[config.mk]
export PLATFORM = sky130hd
export DESIGN_NAME = mult_seq_arb_5
export DESIGN_NICKNAME = d
export VERILOG_FILES = /design/src/rtl/mult_seq_arb_5.sv
export SDC_FILE = /design/constraint.sdc
export NUM_CORES = 1
export LEC_CHECK = 0
export BUFFER_PORTS_ARGS = -buffer_cell sky130_fd_sc_hd__buf_2
export CAP_MARGIN = 20
export CELL_PAD_IN_SITES_DETAIL_PLACEMENT = 1
export CELL_PAD_IN_SITES_GLOBAL_PLACEMENT = 2
export CORE_ASPECT_RATIO = 1.4
export CORE_UTILIZATION = 24
export CTS_CLUSTER_DIAMETER = 80
export DETAILED_ROUTE_END_ITERATION = 8
export PLACE_DENSITY = 0.84
export SETUP_SLACK_MARGIN = 0.1
export SYNTH_ARGS = -nofsm -noshare
export SYNTH_HDL_FRONTEND = slang
export SYNTH_SLANG_ARGS = --single-unit
[constraint.sdc]
create_clock -name clk -period 4.25 [get_ports clk]
set_clock_uncertainty 0.1 [all_clocks]
set_input_delay 0.425 -clock clk [delete_from_list [all_inputs] [get_ports clk]]
set_output_delay 0.425 -clock clk [all_outputs]
set_load 0.03 [all_outputs]
[src/rtl/mult_seq_arb_5.sv]
// ============================================================================
// Module   : mult_seq_arb_5
// Purpose  : Round-robin arbiter that time-shares one shift-add multiply cell
//            between two requesters, iterating the cell W2 times per product.
// Revision : 1.0 - initial release
// ============================================================================
`default_nettype none

module mult_seq_arb_5 #(
    parameter int W1 = 16,
    parameter int W2 = 8
) (
    input  logic              clk,
    input  logic              rst_n,
    input  logic [1:0]        in_valid,
    output logic [1:0]        in_ready,
    input  logic [2*W1-1:0]   in_a,
    input  logic [2*W2-1:0]   in_b,
    output logic              out_valid,
    input  logic              out_ready,
    output logic [W1-1:0]     out_data,
    output logic              out_id,
    output logic              busy,
    output logic              err,
    output logic              cell_en,
    output logic [W1-1:0]     cell_mult_1,
    output logic [W2-1:0]     cell_mult_2,
    output logic [W1-1:0]     cell_mult_pre,
    input  logic              cell_rdy,
    input  logic [W1-1:0]     cell_mult_1_shift,
    input  logic [W2-1:0]     cell_mult_2_shift,
    input  logic [W1-1:0]     cell_mult_next
);

    localparam logic [1:0] S_IDLE = 2'd0;
    localparam logic [1:0] S_RUN  = 2'd1;
    localparam logic [1:0] S_CAPT = 2'd2;
    localparam logic [1:0] S_OUT  = 2'd3;

    localparam int             CW     = (W2 > 1) ? $clog2(W2) : 1;
    localparam logic [CW-1:0]  C_LAST = CW'(W2 - 1);

    logic [1:0]    r_state;
    logic          r_rr_ptr;
    logic [CW-1:0] r_cnt;
    logic [W1-1:0] r_op_a;
    logic [W2-1:0] r_op_b;
    logic [W1-1:0] r_result;
    logic          r_out_id;
    logic          r_err;

    logic          w_grant_vld;
    logic          w_grant_id;
    logic [W1-1:0] w_sel_a;
    logic [W2-1:0] w_sel_b;

    // Pointer requester wins if valid, otherwise the other one.
    always_comb begin
        w_grant_vld = |in_valid;
        w_grant_id  = in_valid[r_rr_ptr] ? r_rr_ptr : ~r_rr_ptr;
        w_sel_a     = w_grant_id ? in_a[2*W1-1:W1] : in_a[W1-1:0];
        w_sel_b     = w_grant_id ? in_b[2*W2-1:W2] : in_b[W2-1:0];
        in_ready    = 2'b00;
        if (r_state == S_IDLE && w_grant_vld) begin
            in_ready[w_grant_id] = 1'b1;
        end
    end

    // First iteration seeds the cell; later ones close the loop on its outputs.
    always_comb begin
        cell_en       = 1'b0;
        cell_mult_1   = '0;
        cell_mult_2   = '0;
        cell_mult_pre = '0;
        if (r_state == S_RUN) begin
            cell_en = 1'b1;
            if (r_cnt == '0) begin
                cell_mult_1 = r_op_a;
                cell_mult_2 = r_op_b;
            end else begin
                cell_mult_1   = cell_mult_1_shift;
                cell_mult_2   = cell_mult_2_shift;
                cell_mult_pre = cell_mult_next;
            end
        end
    end

    always_ff @(posedge clk) begin
        if (!rst_n) begin
            r_state  <= S_IDLE;
            r_rr_ptr <= 1'b0;
            r_cnt    <= '0;
            r_op_a   <= '0;
            r_op_b   <= '0;
            r_result <= '0;
            r_out_id <= 1'b0;
            r_err    <= 1'b0;
        end else begin
            case (r_state)
                S_IDLE: begin
                    if (w_grant_vld) begin
                        r_op_a   <= w_sel_a;
                        r_op_b   <= w_sel_b;
                        r_out_id <= w_grant_id;
                        r_rr_ptr <= ~w_grant_id;
                        r_cnt    <= '0;
                        r_state  <= S_RUN;
                    end
                end
                S_RUN: begin
                    if (r_cnt != '0 && !cell_rdy) begin
                        r_err <= 1'b1;
                    end
                    if (r_cnt == C_LAST) begin
                        r_state <= S_CAPT;
                    end else begin
                        r_cnt <= r_cnt + 1'b1;
                    end
                end
                S_CAPT: begin
                    r_result <= cell_mult_next;
                    r_state  <= S_OUT;
                end
                S_OUT: begin
                    if (out_ready) begin
                        r_state <= S_IDLE;
                    end
                end
                default: r_state <= S_IDLE;
            endcase
        end
    end

    assign out_valid = (r_state == S_OUT);
    assign out_data  = r_result;
    assign out_id    = r_out_id;
    assign busy      = (r_state != S_IDLE);
    assign err       = r_err;

endmodule

`default_nettype wire

### After elaboration in Yosys (flattened, before gate mapping)

Cells that the tools add are included.

* flip-flop bits (word level): 48
* bits of input ports: 94
* output and inout port bits: 63

* reduce and logical (&&, ||, !) cells: 14
* bitwise gates (word level): 2
* add/subtract/negate cells: 1
* equality and inequality tests: 8
* order comparisons: 3
* muxes and demuxes: 22

Operators by type and width (count)
* $mux 16: 5
* $mux 8: 3
* $mux 2: 4
* $pmux 2 s4: 1
* $mux 3: 2
* $pmux 3 s2: 1
* $reduce_and 3->1: 2
* $mux 1: 5
* $eq 2x2->1 const B: 2
* $lt 1x2->1 const B: 2
* $ne 2x1->1 const B: 2
* $ne 2x2->1 const B: 2
* $reduce_and 2->1: 2
* $reduce_bool 2->1: 2
* $add 3x1->3 const B: 1
* $eq 3x3->1 const B: 1
* $logic_and 1x1->1: 3
* $logic_not 3->1: 1
* $reduce_bool 3->1: 1
* $eq 2x1->1 const B: 1
* $logic_not 2->1: 1
* $not 1->1: 2
* $reduce_or 2->1: 1
* $demux 1 s1: 1
* other kinds (2): 2

### Longest topological paths before layout

* depth after elaboration: 8
* gate-level depth with buffers: 7
* mapped depth without buffers: 5

### Least setup slack after synthesis

No wires, ideal clock.

* path kind: reg2out
* from: register r_state[1]
* to: output cell_mult_1[2]
* data arrival time: 1908 ps
* data required time: 3725 ps
* path slack: 1817 ps
* cell stages (with the launch flop): 6
* path through: dfxtp_1 > inv_1 > ha_1 > buf_6 > clkbuf_1 > a21boi_0

* word-level cells in the longest chain between the ends: 2

RTL lines
* start, declared: RTL line 43 `logic [1:0] r_state;`
* start signal, assigned: RTL line 90 `r_state <= S_IDLE;`
* start signal, assigned: RTL line 107 `r_state <= S_RUN;`
* start signal, assigned: RTL line 115 `r_state <= S_CAPT;`
* $eq 2x1->1: RTL line 75 `if (r_state == S_RUN) begin`
* $mux 16: RTL line 75
* end, declared: RTL line 26 `output logic [W1-1:0] cell_mult_1,`

Every way passes these cells.

### Worst setup path after layout

* from: register r_cnt[0]
* to: output cell_mult_1[7]

* word-level cells in the longest chain between the ends: 3

RTL lines
* start, declared: RTL line 45 `logic [CW-1:0] r_cnt;`
* start signal, assigned: RTL line 117 `r_cnt <= r_cnt + 1'b1;`
* $logic_not 3->1: RTL line 77 `if (r_cnt == '0) begin`
* $mux 16: RTL line 77
* $mux 16: RTL line 75

Every way passes these cells.

==> Implementation_results.wiki <==
{| class="wikitable"
! Metric !! Value
|-
| Run status || complete, no violations
|-
| Reg-to-reg critical path startpoint || r_state[1]
|-
| Met1 global-route usage || 18.6%
|-
| Via count of the first global-routing pass || 3035
|-
| Transition time at the pin with the least slew margin || 1.09 ns
|-
| Worst-case reg-to-reg path depth || 6
|-
| Count of cell instances traversed by the critical path || 7
|-
| Comb pwr share || 51.5%
|-
| Capturing element of the worst setup path || cell_mult_1[7]
|-
| Multiplexer fraction of the synthesized cell area || 7.73%
|-
| Worst setup EP type || output pin
|-
| Antenna fix cells || 0
|-
| Cell at the slowest stage of the critical path || nand2b_1
|-
| CP delay by family, top || buffers and inverters
|-
| Post-CTS setup buffer count || 0
|-
| Summed instance area of the synthesized netlist || 0.00272 mm2
|-
| Buffers added on ports || 156
|-
| Register-to-register path setup slack || 2.17 ns
|-
| Master cell of the clock root buffer || clkbuf_16
|-
| Fraction of the mapped netlist area in adder cells || 3.68%
|-
| Die width || 92.0 um
|-
| Average footprint of a synthesized cell || 7.77 um2
|-
| Worst Path Required || 3.72 ns
|-
| Final number of setup-violating endpoints || 0
|-
| Placer congestion estimate || 0.700
|-
| Cell area after placement || 0.00354 mm2
|-
| H-tree depth reported by CTS || 2
|-
| Setup repair after global routing missed its margin || no
|-
| Fraction of layout cells with a size suffix above 1 || 35.2%
|-
| DP HPWL || 6880 um
|-
| Clock transition at the register clock pins on the worst setup and hold paths after CTS || 0.07 ns
|-
| Post-route minimum period || 2.81 ns
|-
| Global-route wire length before repair || 15000 um
|-
| GRT met2 Usage || 29.3%
|-
| Aggregate routed wire length || 9400 um
|-
| Count of antenna-violating nets left after detailed routing || 0
|-
| Fill cell total of the finished layout || 1394
|-
| Net Count, Synth || 452
|-
| Sw Share || 45.3%
|-
| Die span in y || 128 um
|-
| Flip-flop and latch count after synthesis || 48
|-
| Critical Setup Path Class || register to output pin
|-
| Worst slack after detailed placement || 1.71 ns
|-
| Tot GR Track Use || 16.0%
|-
| Sum Neg Setup Slack || 0 ns
|-
| Number of antenna violations at the first check in global routing || 0
|-
| CTS tree || yes
|-
| Final layout net count || 584
|-
| Synth Area in Compound Gates || 23.4%
|-
| Internal power contribution || 0.00124 W
|-
| Simple-gate portion of the synthesized area || 22.8%
|-
| Maximum net fanout on the critical path || 26
|-
| Cell Chain, Critical Path || inv_1, ha_1, nand2b_1, buf_4, nand2_1, a21boi_0, buf_2
|-
| Worst vdd ir || 190 uV
|-
| CTS Buf Count || 5
|-
| Largest family of logic cells by synthesized area || compound AO/OA/AOI/OAI gates
|-
| Critical Path Start || r_cnt[0]
|-
| Count of instances resized after the clock tree is built || 0
|-
| Final instance area || 0.00371 mm2
|-
| Area growth syn-to-layout || 36.3%
|-
| First drt pass iteration count || 4
|-
| Yosys Warn Count || 0
|-
| DR vias || 2969
|-
| Relative slew slack || 27.5%
|-
| Synth Area in XOR/XNOR || 0%
|-
| Largest net degree at the start of global routing || 54
|-
| Post-Route Hold Slack || 0.302 ns
|-
| Wire length per cell || 15.1 um
|-
| R2r endpoint || r_cnt[1]
|-
| Share of total power in sequential cells || 28.9%
|-
| Clock net sink count || 48
|-
| Depth of the worst hold-timing path || 3
|-
| Area enclosed by the die boundary || 0.0118 mm2
|-
| Number of max-slew violations in the final report || 0
|-
| Buffer levels on the longest clock path || 2
|-
| Switching power || 0.00103 W
|-
| IO Count || 157
|-
| Number of maximum-capacitance violations || 0
|-
| Number of DRC violations after detailed routing || 0
|-
| Met3 layer usage reported by global route || 3.38%
|-
| Delay of the slowest cell on the worst path || 0.49 ns
|-
| Register area share after synthesis || 35.3%
|-
| Synth unique cells || 27
|-
| Final clock period utilization by the worst path || 66.1%
|-
| Worst-Skew Late Latency || 0.29 ns
|-
| Std cell rows || 45
|-
| Arrival time reported for the critical path endpoint || 2.28 ns
|-
| Top library cells by usage in the layout, fill and taps aside || 156 x buf_2, 54 x nand2_1, 48 x dfxtp_1, 46 x o21ai_0, 27 x nand3_1
|-
| Hold Vio Cnt, Final || 0
|-
| Most common cell after layout, fill and taps aside || buf_2
|-
| Gr busiest metal || met2
|-
| Pwr/cell area || 614 mW/mm2
|-
| Placeable core area || 0.0109 mm2
|-
| Number of design-rule violations left by the first detailed-router iteration || 75
|-
| Crit path buffers/inverters || 3
|-
| Final core utilization || 33.9%
|-
| Class of the worst hold path || primary input to register
|-
| Initial core utilization || 24.9%
|-
| Final setup slack of the worst path || 1.44 ns
|-
| Hold buffer count at cts || 0
|-
| Via count normalized by instance count || 4.76
|-
| Instance count of the mapped netlist || 350
|-
| Clk network pwr share || 19.7%
|-
| Leakage power of the design || 1.76 nW
|-
| Fmax || 356 MHz
|-
| Category of the worst setup path launch point || register
|-
| Leftover overflow at the end of global routing || 0
|}
==> state kept, by name (all words and copies together) (netlist names) <==
name      cells
r_cnt         3
r_op_b        8
out_data     16
r_rr_ptr      1
err           1
out_id        1
r_state       2
r_op_a       16
==> worst min-delay path by stage <==
stage          startpoint   endpoint  slack [ns]
2_1_floorplan    r_cnt[1]   r_cnt[1]        0.35
3_3_place_gp          err        err        0.34
3_5_place_dp          err        err        0.36
4_1_cts          in_b[12]  r_op_b[4]        0.29
5_1_grt          in_b[13]  r_op_b[5]        0.31
6_report         in_b[12]  r_op_b[4]        0.30
==> power groups by stage <==
stage                     Clock, W  Combinational, W  Sequential [W]
after floorplan                  0          0.000828        0.000699
after CTS                 0.000464           0.00120        0.000657
after global placement           0           0.00116        0.000659
final                     0.000447           0.00117        0.000657
after global routing      0.000481           0.00130        0.000673
after detailed placement         0           0.00119        0.000666
==> layout make-up <==
class,count,area (um2),share of cell area [%]
multi-input combinational,260,1570,42.3
sequential,48,961,25.9
timing repair buffer,160,811,21.9
tap,141,176,4.76
clock buffer,6,129,3.48
clock inverter,2,35.0,0.945
inverter,7,26.3,0.709
==> worst reg2reg max path, cell delays in order, from the launching register on <==
cell and delay [ns]:
dfxtp_1 0.34, inv_1 0.12, ha_1 0.32, buf_4 0.40
nor2_1 0.11, a211oi_2 0.38, mux2i_1 0.24
==> synth_stat cells <==
cell | n | area, um2
a21boi_1 | 3 | 22.5
dfxtp_1 | 48 | 961
ha_1 | 8 | 100
a222oi_1 | 1 | 10.0
and3_1 | 16 | 100
inv_1 | 7 | 26.3
nor3_2 | 1 | 10.0
buf_4 | 1 | 7.51
and2_1 | 2 | 12.5
and2b_1 | 2 | 15.0
o21ai_1 | 5 | 25.0
clkbuf_1 | 14 | 52.6
nand2_1 | 54 | 203
a211oi_2 | 1 | 12.5
a21boi_0 | 21 | 158
mux2i_1 | 21 | 210
nor3b_1 | 1 | 7.51
a21oi_1 | 1 | 5.00
a31oi_1 | 24 | 150
o21a_1 | 3 | 22.5
o21ai_0 | 46 | 230
nor2_1 | 3 | 11.3
buf_2 | 19 | 95.1
nand3_1 | 27 | 135
buf_6 | 1 | 11.3
nor2b_1 | 17 | 106
nand2b_1 | 3 | 18.8
==> per-layer routing <==
metal	vias to the layer above	part of all wire, %
li1	1481	-
met1	1369	42
met2	112	50
met3	7	6.4
met4	0	1.2
met5	-	0
==> metrics by stage <==
stage,instances,power [W]
after CTS,624,0.00232
after detailed placement,616,0.00186
after global routing,624,0.00245
final,624,0.00227
after floorplan,350,0.00153
after global placement,616,0.00182
==> cell families after synthesis <==
logic type      Yosys count
compound gates          105
fa+ha+maj                 8
buf+inv                  42
flops                    48
mux                      21
simple gates            126
Note: power is estimated with default switching activity, not from simulation.
